### config.mk
export PLATFORM = sky130hd
export DESIGN_NAME = uart_tx_ctrl
export DESIGN_NICKNAME = d
export VERILOG_FILES = /design/src/rtl/uart_tx_pkg.sv /design/src/rtl/uart_tx_bit_cnt.sv /design/src/rtl/uart_tx_ctrl.sv
export SDC_FILE = /design/constraint.sdc
export NUM_CORES = 1
export LEC_CHECK = 0
export ABC_AREA = 1
export BUFFER_PORTS_ARGS = -buffer_cell sky130_fd_sc_hd__buf_2
export CORE_AREA = 5 5 42 44
export CTS_CLUSTER_SIZE = 30
export DETAILED_ROUTE_END_ITERATION = 16
export DIE_AREA = 0 0 47 49
export PLACE_DENSITY = 0.57
export SETUP_SLACK_MARGIN = 0.02
export SYNTH_ARGS = -nofsm -noshare
export SYNTH_HDL_FRONTEND = slang
export SYNTH_SLANG_ARGS = --single-unit
### constraint.sdc
create_clock -name CLK -period 1.9 [get_ports CLK]
set_input_delay 0.38 -clock CLK [delete_from_list [all_inputs] [get_ports CLK]]
set_output_delay 0.38 -clock CLK [all_outputs]
set_load 0.03 [all_outputs]
### src/rtl/uart_tx_pkg.sv
// Shared UART TX definitions: frame sequencer states and output-mux line-source codes.
// Latency: none (types and constants only).
// Backpressure: n/a.
package uart_tx_pkg;

  // Frame sequencer states; codes 5..7 are unreachable and recover to ST_IDLE
  typedef enum logic [2:0] {
    ST_IDLE   = 3'd0,
    ST_START  = 3'd1,
    ST_DATA   = 3'd2,
    ST_PARITY = 3'd3,
    ST_STOP   = 3'd4
  } state_t;

  // Output-mux select: which source drives the TX line
  localparam logic [1:0] MUX_START = 2'b00;  // constant 0
  localparam logic [1:0] MUX_STOP  = 2'b01;  // constant 1 (stop and idle)
  localparam logic [1:0] MUX_DATA  = 2'b10;  // serializer output
  localparam logic [1:0] MUX_PAR   = 2'b11;  // parity bit

endpackage

### src/rtl/uart_tx_bit_cnt.sv
// Data-bit counter: counts DATA cycles, flags the terminal count DATA_WIDTH-1 and wraps to 0.
// Latency: done decodes the current count combinationally; the count updates on the next edge.
// Backpressure: none; counts whenever en is high, clr has priority.
module uart_tx_bit_cnt #(
  parameter int DATA_WIDTH = 8
) (
  input  logic                                  CLK,
  input  logic                                  RST,
  input  logic                                  clr,
  input  logic                                  en,
  output logic [$clog2(DATA_WIDTH)-1:0]         cnt,
  output logic                                  done
);

  localparam int CW = $clog2(DATA_WIDTH);
  localparam logic [CW-1:0] LAST = CW'(DATA_WIDTH - 1);

  assign done = (cnt == LAST);

  // Clear on request, otherwise step while enabled and wrap after the last data bit
  always_ff @(posedge CLK or posedge RST) begin
    if (RST) begin
      cnt <= '0;
    end else if (clr) begin
      cnt <= '0;
    end else if (en) begin
      cnt <= done ? '0 : cnt + 1'b1;
    end
  end

endmodule

### src/rtl/uart_tx_ctrl.sv
// UART TX frame sequencer: START, DATA, optional PARITY, STOP; drives serializer and line mux.
// Latency: request sampled at edge k puts the start bit on the line in cycle k+1.
// Backpressure: requests are accepted only in IDLE or the last stop bit; others are dropped.
module uart_tx_ctrl
  import uart_tx_pkg::*;
#(
  parameter int DATA_WIDTH = 8,
  parameter int STOP_BITS  = 1
) (
  input  logic       CLK,
  input  logic       RST,
  input  logic       Data_Valid,
  input  logic       PAR_EN,
  output logic       load,
  output logic       ser_en,
  output logic       ser_done,
  output logic [1:0] mux_sel,
  output logic       busy
);

  localparam logic STOP_LAST = (STOP_BITS == 2);

  state_t                          state;
  logic                            stop_cnt;
  logic                            par_en_q;
  logic [$clog2(DATA_WIDTH)-1:0]   bit_cnt;
  logic                            bit_done;
  logic                            last_stop;
  logic                            acc;

  // The counter is cleared during START so every frame begins counting from zero
  uart_tx_bit_cnt #(
    .DATA_WIDTH (DATA_WIDTH)
  ) u_bit_cnt (
    .CLK  (CLK),
    .RST  (RST),
    .clr  (state == ST_START),
    .en   (state == ST_DATA),
    .cnt  (bit_cnt),
    .done (bit_done)
  );

  assign last_stop = (state == ST_STOP) && (stop_cnt == STOP_LAST);
  assign acc       = Data_Valid && ((state == ST_IDLE) || last_stop);

  // Frame sequencing; parity enable is captured at acceptance so mid-frame changes are ignored
  always_ff @(posedge CLK or posedge RST) begin
    if (RST) begin
      state    <= ST_IDLE;
      stop_cnt <= 1'b0;
      par_en_q <= 1'b0;
    end else begin
      case (state)
        ST_IDLE: begin
          if (acc) begin
            par_en_q <= PAR_EN;
            state    <= ST_START;
          end
        end
        ST_START: begin
          state <= ST_DATA;
        end
        ST_DATA: begin
          if (bit_done) begin
            stop_cnt <= 1'b0;
            state    <= par_en_q ? ST_PARITY : ST_STOP;
          end
        end
        ST_PARITY: begin
          stop_cnt <= 1'b0;
          state    <= ST_STOP;
        end
        ST_STOP: begin
          if (last_stop) begin
            stop_cnt <= 1'b0;
            if (acc) begin
              par_en_q <= PAR_EN;
              state    <= ST_START;
            end else begin
              state <= ST_IDLE;
            end
          end else begin
            stop_cnt <= stop_cnt + 1'b1;
          end
        end
        default: begin
          stop_cnt <= 1'b0;
          state    <= ST_IDLE;
        end
      endcase
    end
  end

  // Output decode from state so an asynchronous reset idles the line in the same cycle
  always_comb begin
    load     = acc;
    ser_en   = 1'b0;
    ser_done = 1'b0;
    mux_sel  = MUX_STOP;
    busy     = 1'b0;
    case (state)
      ST_START: begin
        mux_sel = MUX_START;
        busy    = 1'b1;
      end
      ST_DATA: begin
        mux_sel  = MUX_DATA;
        ser_en   = 1'b1;
        ser_done = bit_done;
        busy     = 1'b1;
      end
      ST_PARITY: begin
        mux_sel = MUX_PAR;
        busy    = 1'b1;
      end
      ST_STOP: begin
        mux_sel = MUX_STOP;
        busy    = 1'b1;
      end
      default: begin
        mux_sel = MUX_STOP;
      end
    endcase
  end

endmodule

### After elaboration in Yosys (flattened, before gate mapping)

Index checks and enable logic that the tools add are counted.
Widths: inputs -> output; s select.

| operators by class | value |
|---|---|
| $add $sub $neg | 2 |
| equal/unequal tests | 8 |
| multiplexer cells | 19 |
| bitwise logic cells | 2 |
| reductions and logical operators | 11 |

Operator list:

| kind | number |
|---|---|
| $mux 3 | 7 |
| $pmux 3 s5 | 1 |
| $mux 1 | 8 |
| $eq 3x2->1 const B | 2 |
| $eq 3x3->1 const B | 2 |
| $ne 2x2->1 const B | 3 |
| $pmux 2 s3 | 1 |
| $reduce_and 2->1 | 2 |
| $reduce_bool 2->1 | 2 |
| $reduce_or 4->1 | 1 |
| $add 3x1->3 const B | 1 |
| $eq 3x1->1 const B | 1 |
| $logic_not 3->1 | 1 |
| $pmux 1 s3 | 1 |
| $reduce_and 3->1 | 1 |
| $logic_and 1x1->1 | 2 |
| $not 1->1 | 2 |
| $pmux 1 s2 | 1 |
| $reduce_or 2->1 | 1 |
| $add 1x1->1 const B | 1 |
| $logic_or 1x1->1 | 1 |

| word-level totals | value |
|---|---|
| register bits | 8 |
| input bits | 4 |
| output and inout port bits | 6 |
| word-level logic and storage cells | 46 |

### Logic depth before layout (Yosys ltp)

Gate-level depths: netlist (run 1).

| logic depth | value |
|---|---|
| word-level depth | 7 |
| mapped depth | 6 |
| depth with buffers taken out | 6 |

### Hierarchy

Synthesis (run 1) repeated with hierarchy kept, for this count alone.

| second synthesis, totals | value |
|---|---|
| cell total of the unflattened synthesis | 69 |
| area total of the unflattened synthesis | 495.5 sq um |

By module, submodules not included:

| module | times used | cells an instance | area each (sq um) |
|---|---|---|---|
| uart_tx_ctrl | 1 | 49 | 336.6 |
| uart_tx_bit_cnt | 1 | 20 | 158.9 |

### Least setup slack after synthesis (run 1)

Ideal clock, no wire load.

| timing | value |
|---|---|
| path kind | reg2out |
| from | reg u_bit_cnt.cnt[0] |
| to | out ser_done |
| data arrival time | 1.394 ns |
| data required time | 1.520 ns |
| path slack | 0.126 ns |
| cell stages (with the launch flop) | 5 |
| cells stage by stage | dfrtp_1 > ha_1 > ha_1 > inv_1 > nor3_1 |

| on the way | value |
|---|---|
| longest elaborated chain between the ends | 2 |

Ends and longest elaborated chain:

| element | RTL line | text |
|---|---|---|
| start: declaration | uart_tx_bit_cnt.sv:11 | `output logic [$clog2(DATA_WIDTH)-1:0] cnt,` |
| start signal: assignment | uart_tx_bit_cnt.sv:27 | `cnt <= done ? '0 : cnt + 1'b1;` |
| $eq 3x3->1 | uart_tx_bit_cnt.sv:18 | `assign done = (cnt == LAST);` |
| $mux 1 | uart_tx_ctrl.sv:101 | `case (state)` |
| end: declaration | uart_tx_ctrl.sv:16 | `output logic ser_done,` |

Every way passes these cells.

### Worst setup path after layout (run 1)

| timing | value |
|---|---|
| from | reg state[1] |
| to | out busy |

| on the way | value |
|---|---|
| longest elaborated chain between the ends | 3 |
| elaborated cells on any way between the ends | 6 |
| classes of those cells | 4 x eq/ne; 1 x mux; 1 x reduce/logical |

Ends and longest elaborated chain:

| element | RTL line | text |
|---|---|---|
| start: declaration | uart_tx_ctrl.sv:23 | `state_t state;` |
| start signal: assignment | uart_tx_ctrl.sv:66 | `state <= par_en_q ? ST_PARITY : ST_STOP;` |
| $eq 3x3->1 (tied with other cells) | uart_tx_ctrl.sv:101 |  |
| $reduce_or 4->1 (no line) * | n/a |  |
| $mux 1 * | uart_tx_ctrl.sv:101 |  |
| end: declaration | uart_tx_ctrl.sv:18 | `output logic busy` |

Mark *: on every way between the ends. The rest lies on a longest branch, timed or not.

==> impl_metrics.toml, run 1 <==
[outcome]
status = "finished clean"

[die]
dieArea_sq_mm = 0.00230
core_sq_mm = 0.00140
core.rowCount = 14
die_h_microns = 49
pin_count = 10
start_util_pct = 32.6
die_w_microns = 47

[yosys]
synth.top_cell.area_share_pct = 43.8
syn_avg_cell_area_sq_um = 8.01
synth_common_cells = "nand2_1, inv_1, dfrtp_1"
synth_seq_cells = 8
syn_nets = 63
ys.flop_type = "dfrtp_1"
async_flop_share_pct = 100
ys_warn_count = 0
syn_inst = 57
synthTopCellsByArea = "dfrtp_1, nand2_1, inv_1"
synth_cell_type_count = 16
synth.yosys.seq_area_share_pct = 43.8
synthesis.area_sq_um = 457
synth_area_leader_cell = "dfrtp_1"
synth_edf_count = 0
synth.most_common_cell = "nand2_1"

[clock_network]
numCtsBuffers = 3
cts_sinks = 8
clk_transition_reported_paths_ns = 0.05
clockBufferDepth = 2
cts-root-buf = "clkbuf_4"
clkLatencyLatePin_ns = 0.25
htree_levels = 1
ctsHoldBuffers = 0
cts_tree = "done"
postCtsSetupBuffers = 0

[timing]
tns_ns = 0
fmax_mhz = 560
finalSetupViolations = 0
clock_skew_ns = 0.00240
period_minus_slack_ns = 1.79
hold_ws_ns = 0.0588
tightestPinTransition_ns = 0.301
finalHoldViolCount = 0
slew_headroom_pct = 79.9
rsz0062_at_grt = "false"
slew_viol_final = 0
finalCritPeriodShare_pct = 94.1

[critical_path]
crit_required_ns = 1.52
rrSetupSlack_ns = 0.69
slowest_delay_ns = 0.46
arrival_ns = 1.41
crit_type = "register to output port"
cp_slowest_cell = "dfrtp_1"
reg2reg_depth = 6
path_buf_inv = 2
cp-end-kind = "output port"
r2r_start = "u_bit_cnt.cnt[0]"
r2r-end = "state[1]"
start_kind = "register"
cp_top_family = "flip-flops"
path_cells = "nor2_2, inv_1, nor2_1, nand3b_1, buf_2"
crit_fanout = 6

[placement]
gp_congestion = 0.807
place_area_sq_um = 522
port_buffers = 9
hpwlAfterDp_microns = 636
dp.cells = 82

[final_layout]
n_antenna_cell = 0
fin_area_sq_um = 547
final_nets = 77
fin_cells = 85
drive_above_1_share_pct = 26.1
synthToLayoutAreaGrowth_pct = 19.7

[route]
postRouteAntennaNets = 0
drc = 0
drt-initial-drc-count = 4
first_pass_iters = 4
post_drt_wl_per_cell_microns = 9.35
num_vias = 380
via_per_inst = 4.47
wl_microns = 795

[global_routing]
grt_max_degree = 9
grt_pass1_vias = 358
antenna_found_initial = 0
grt_pass1_wl_mm = 1.37
track_usage_pct = 8.60
grt_overflow = 0

[pwr]
powerDensity_mw_per_mm2 = 1800
power_uw = 986
vdd_drop_max_mv = 0.549
leakage_uw = 0.000316

[run]
cap_violations = 0

[hold_path]
hp-class = "input pin to asynchronous set/reset pin"
[area by class of cell]
cell class | count | area [sq um]
repair buffers | 9 | 45.0
well taps | 16 | 20.0
inverters | 9 | 33.8
flip-flops and latches | 8 | 200
clock buffers | 3 | 22.5
multi-input cells | 40 | 225
fillers | 153 | 855
[how the worst max path moves through the flow]
stage	start	depth (start not counted)	slack (ns)	to
4_1_cts	state[1]	5	0.08	busy
5_1_grt	state[1]	5	0.01	busy
2_1_floorplan	u_bit_cnt.cnt[0]	4	0.13	ser_done
3_5_place_dp	state[1]	5	0.36	busy
6_report	state[1]	5	0.11	busy
3_3_place_gp	state[1]	5	0.35	busy
[timing repair]
action / CTS / global route
gates resized for setup: 0 / 1
setup endpoints to repair: 0 / 1
hold endpoints to repair: 0 / 0
[cell families after synthesis]
group                    Yosys count  share of synthesized area [%]
AND/OR/NAND/NOR                   32                           34.0
adder cells (fa/ha/maj)            2                           5.48
buffers and inverters              9                           7.40
flip-flops                         8                           43.8
AO/OA/AOI/OAI                      6                           9.31
[through the flow]
step	setup WS, ns	util (%)
6_report	0.113	39.0
5_1_grt	0.0130	39.0
4_1_cts	0.0850	38.8
3_5_place_dp	0.365	37.2
3_3_place_gp	0.348	37.2
2_1_floorplan	0.126	-
[routing by layer]
metal / vias up / GRT usage [%] / share of wire (%)
li1: 205 / - / -
met3: 4 / 4.06 / 5.2
met2: 7 / 10.2 / 43
met5: - / 0 / 0
met1: 164 / 10.2 / 47
met4: 0 / 9.22 / 4.0
[cells in the final DEF, fill, tap and decap left out]
| master | netlist | routed |
|---|---|---|
| nand3b_1 | 1 | 1 |
| o21ai_2 | 1 | 1 |
| a21boi_2 | 1 | 1 |
| nand3_1 | 4 | 4 |
| ha_1 | 2 | 2 |
| nor2_1 | 3 | 2 |
| buf_2 | 0 | 9 |
| nor3_1 | 1 | 1 |
| nand4_1 | 1 | 1 |
| nor2_2 | 0 | 1 |
| inv_1 | 9 | 9 |
| a21oi_1 | 2 | 2 |
| o211ai_1 | 1 | 1 |
| clkbuf_4 | 0 | 3 |
| nand2_1 | 19 | 19 |
| nor2_4 | 1 | 1 |
| o21ai_0 | 1 | 1 |
| nand2_4 | 2 | 2 |
| dfrtp_1 | 8 | 8 |
[state kept, by name (all words and copies together) (netlist names)]
signal and count:
par_en_q 1, stop_cnt 1, state 3, u_bit_cnt.cnt 3
[report_power, final]
group / switching, uW / total (uW) / internal, uW
combinational: 378 / 549 / 171
sequential: 77.0 / 308 / 231
clock: 56.6 / 129 / 72.2
total: 511 / 986 / 474
Note: power is estimated with default switching activity, not from simulation.
==> run 2, diff against run 1 <==
- GPL_TIMING_DRIVEN: default -> 0
==> run 2 against run 1 <==
  * Wire length grew 10%
  * Total power grew 1.1%
  * Sequential power is essentially flat
  * Global-route usage grew 1.2 points
  * Critical path depth is the same
  * Largest cell class unchanged
  * Highest routed layer unchanged
==> impl_metrics.toml, run 2 (synthesized netlist as in run 1, its figures left out) <==
[timing]
finalCritPeriodShare_pct = 94.5
fmax_mhz = 557
fin_ws_ns = 0.105
period_minus_slack_ns = 1.80
tns_ns = 0
tightestPinTransition_ns = 0.301
rsz0062_at_grt = "false"
slew_viol_final = 0
clock_skew_ns = 0.00207
finalHoldViolCount = 0
slew_headroom_pct = 79.9
finalSetupViolations = 0

[critical_path]
r2r-end = "state[1]"
crit_fanout = 6
arrival_ns = 1.42
rrSetupSlack_ns = 0.68
start_kind = "register"
slowest_delay_ns = 0.46
cp-startpoint = "state[0]"
cp_top_family = "flip-flops"
reg2reg_depth = 6
crit_type = "register to output port"
crit_required_ns = 1.52
path_cells = "nor2_2, inv_1, nor2_1, nand3b_1, buf_2"
cp-end-kind = "output port"
r2r_start = "u_bit_cnt.cnt[0]"
path_buf_inv = 2
cp_slowest_cell = "dfrtp_1"

[global_routing]
antenna_found_initial = 0
grt_overflow = 0
grt_pass1_wl_mm = 1.60
track_usage_pct = 9.81
grt_max_degree = 9
grt_pass1_vias = 381

[route]
first_pass_iters = 4
post_drt_wl_per_cell_microns = 10.3
postRouteAntennaNets = 0
drt-initial-drc-count = 11
num_vias = 392
drc = 0
via_per_inst = 4.61
wl_microns = 877

[hold_path]
hp-class = "input pin to asynchronous set/reset pin"

[clock_network]
cts_tree = "done"
ctsHoldBuffers = 0
numCtsBuffers = 3
cts-root-buf = "clkbuf_4"
clkLatencyLatePin_ns = 0.25
clockBufferDepth = 2
cts_sinks = 8
clk_transition_reported_paths_ns = 0.05
htree_levels = 1

[final_layout]
drive_above_1_share_pct = 27.5
fin_area_sq_um = 551
final_common_cell = "nand2_1"
synthToLayoutAreaGrowth_pct = 20.5
layout_common_cells = "nand2_1, inv_1, buf_2"
reg.largest.list = "state x3, u_bit_cnt.cnt x3"
final_nets = 77
n_antenna_cell = 0

[placement]
port_buffers = 9
hpwlAfterDp_microns = 678
place_ws_ns = 0.359
place_area_sq_um = 522
gp_congestion = 0.797

[run]
cap_violations = 0

[die]
die_h_microns = 49
core.rowCount = 14
core_sq_mm = 0.00140
dieArea_sq_mm = 0.00230
pin_count = 10
die_w_microns = 47
start_util_pct = 32.6

[pwr]
vdd_drop_max_mv = 0.589
powerDensity_mw_per_mm2 = 1810
leakage_uw = 0.000315

[outcome]
status = "finished clean"
==> run 2: cell types whose count changed in the layout (fill, tap and decap cells not counted) <==
| cell | before | now |
|---|---|---|
| buf_2 | 9 | 8 |
| buf_4 | 0 | 1 |
| dfrtp_1 | 8 | 7 |
| dfrtp_2 | 0 | 1 |
==> run 2: how the worst max path moves through the flow <==
stage,slack [ns],end,cells past startpoint
6_report,0.10,busy,5
5_1_grt,0.007,busy,5
4_1_cts,0.08,busy,5
3_5_place_dp,0.36,busy,5
3_3_place_gp,0.32,busy,5
2_1_floorplan,0.13,ser_done,4
==> run 2: where the power goes <==
part | switching [uW] | total (uW) | internal (uW)
logic | 388 | 559 | 171
clock network | 58.7 | 131 | 72.3
registers | 73.6 | 307 | 233
==> run 2: repair_timing <==
item                       CTS  global route
setup buffers                0             0
setup endpoints to repair    0             2
resized for setup            0             3
==> run 2: per-layer routing <==
metal	GRT usage [%]	share of wire [%]
met2	13.6	49
met5	0	0
met4	6.91	1.9
met1	12.2	45
met3	3.32	3.9
==> run 2: metrics by stage <==
step / hold WS [ns] / total power, uW / std cells / util [%]
after floorplan: 0.196 / 728 / 57 / -
after global placement: 0.342 / 861 / 82 / 37.2
after detailed placement: 0.339 / 864 / 82 / 37.2
after CTS: 0.0624 / 999 / 85 / 38.8
after global routing: 0.0825 / 1090 / 85 / 39.3
final: 0.0561 / 996 / 85 / 39.3
==> run 2: layout make-up <==
cell class	count	area (sq um)
multi-input cells	40	225
inverters	9	33.8
well taps	16	20.0
flip-flops and latches	8	201
clock buffers	3	22.5
fillers	152	851
repair buffers	9	47.5
==> run 3, diff against run 2 <==
- HOLD_SLACK_MARGIN: default -> 0.15
==> run 3 against run 2 <==
  * Wire length up 1.0%
  * First-iteration DRC count unchanged
  * Count of clock-buffer cells in the layout did not move
  * Critical path depth did not move
  * Final cell count rose by 1.2%
  * Worst setup slack got worse by 0.00093 ns
  * Via count rose by 0.77%
  * Register-to-register slack barely moved
  * Maximum frequency is essentially flat
  * Combinational power hardly changed
==> impl_metrics.toml, run 3 (synthesized netlist as in run 1, its figures left out) <==
[outcome]
status = "finished clean"

[hold_path]
whs_path_depth = 3
hold_end = "par_en_q"
hp-class = "input pin to register"
hp-start = "PAR_EN"

[final_layout]
final_nets = 78
drive_above_1_share_pct = 27.1
layout_common_cells = "nand2_1, inv_1, buf_2"
reg.largest.list = "state x3, u_bit_cnt.cnt x3"
n_antenna_cell = 0
synthToLayoutAreaGrowth_pct = 22.7
fin_area_sq_um = 561
fin_util_pct = 40.0
final_common_cell = "nand2_1"

[die]
core_sq_mm = 0.00140
die_h_microns = 49
core.rowCount = 14
dieArea_sq_mm = 0.00230
start_util_pct = 32.6
pin_count = 10
die_w_microns = 47

[global_routing]
grt_pass1_vias = 390
grt_overflow = 0
antenna_found_initial = 0
grt_pass1_wl_mm = 1.63
grt_max_degree = 9
track_usage_pct = 9.95

[route]
wl_microns = 886
drc = 0
drt-initial-drc-count = 11
postRouteAntennaNets = 0
post_drt_wl_per_cell_microns = 10.3
via_per_inst = 4.59
first_pass_iters = 4
num_vias = 395

[critical_path]
crit_type = "register to output port"
reg2reg_depth = 6
arrival_ns = 1.42
r2r-end = "state[1]"
crit_required_ns = 1.52
crit_fanout = 6
r2r_start = "u_bit_cnt.cnt[0]"
rrSetupSlack_ns = 0.68
cp-end-kind = "output port"
start_kind = "register"

[placement]
place_area_sq_um = 522
port_buffers = 9
hpwlAfterDp_microns = 678
gp_congestion = 0.797

[clock_network]
clockBufferDepth = 2
cts_tree = "done"
clkLatencyLatePin_ns = 0.25
numCtsBuffers = 3
clk_transition_reported_paths_ns = 0.06
cts-root-buf = "clkbuf_4"
postCtsSetupBuffers = 0
htree_levels = 1
cts_sinks = 8

[run]
cap_violations = 0

[timing]
rsz0062_at_grt = "false"
tightestPinTransition_ns = 0.303
finalSetupViolations = 0
tns_ns = 0
finalHoldViolCount = 0
slew_headroom_pct = 79.8
slew_viol_final = 0
finalCritPeriodShare_pct = 94.5
clock_skew_ns = 0.00270
fmax_mhz = 557
period_minus_slack_ns = 1.80

[pwr]
leakage_uw = 0.000319
powerDensity_mw_per_mm2 = 1780
vdd_drop_max_mv = 0.589
run 3: cell types whose count changed in the layout (fill, tap and decap cells not counted):
cell	change
dlygate4sd3_1	+1
run 3: cell type report:
type                       count  area (sq um)
clock buffer                   3          22.5
fill                         151           841
inverter                       9          33.8
multi-input combinational     40           225
sequential                     8           201
tap                           16          20.0
timing repair buffer          10          57.6
run 3: worst max-delay path by stage:
stage	slack, ns	startpoint	to	cells after the start
floorplan	0.13	u_bit_cnt.cnt[0]	ser_done	4
global placement	0.32	state[1]	busy	5
detailed placement	0.36	state[1]	busy	5
CTS	0.08	state[1]	busy	5
global route	0.007	state[0]	busy	5
finish	0.10	state[0]	busy	5
run 3: layer usage:
metal | vias up | GRT usage, % | share of wire, % | wire [microns]
li1 | 208 | - | - | -
met2 | 6 | 13.8 | 49 | 430
met1 | 177 | 12.4 | 46 | 405
met4 | 0 | 6.91 | 1.9 | 17
met5 | - | 0 | 0 | 0
met3 | 4 | 3.32 | 3.8 | 34
run 3: stage by stage:
stage	hold WS (ns)	cells	total power, uW	worst slack [ns]
2_1_floorplan	0.196	57	728	0.126
3_3_place_gp	0.342	82	861	0.323
3_5_place_dp	0.339	82	864	0.359
4_1_cts	0.323	86	1000	0.0761
5_1_grt	0.330	86	1100	0.00696
6_report	0.326	86	999	0.104
run 3: power by group:
group | leakage, uW | internal, uW | total, uW | switching (uW)
clock network | 0.0000138 | 72.4 | 132 | 59.2
registers | 0.000104 | 233 | 307 | 73.6
logic | 0.000201 | 172 | 561 | 389
run 3: worst max-delay path: stages (launching register included):
cell and delay [ns]:
dfrtp_1 0.46, nor2_2 0.17, inv_1 0.07, nor2_1 0.15, nand3b_1 0.12, buf_2 0.19
run 3: timing repair:
action	CTS	global route
endpoints found under the setup margin	0	2
hold buffers	1	0
hold endpoints to repair	8	0
resized for setup	0	3
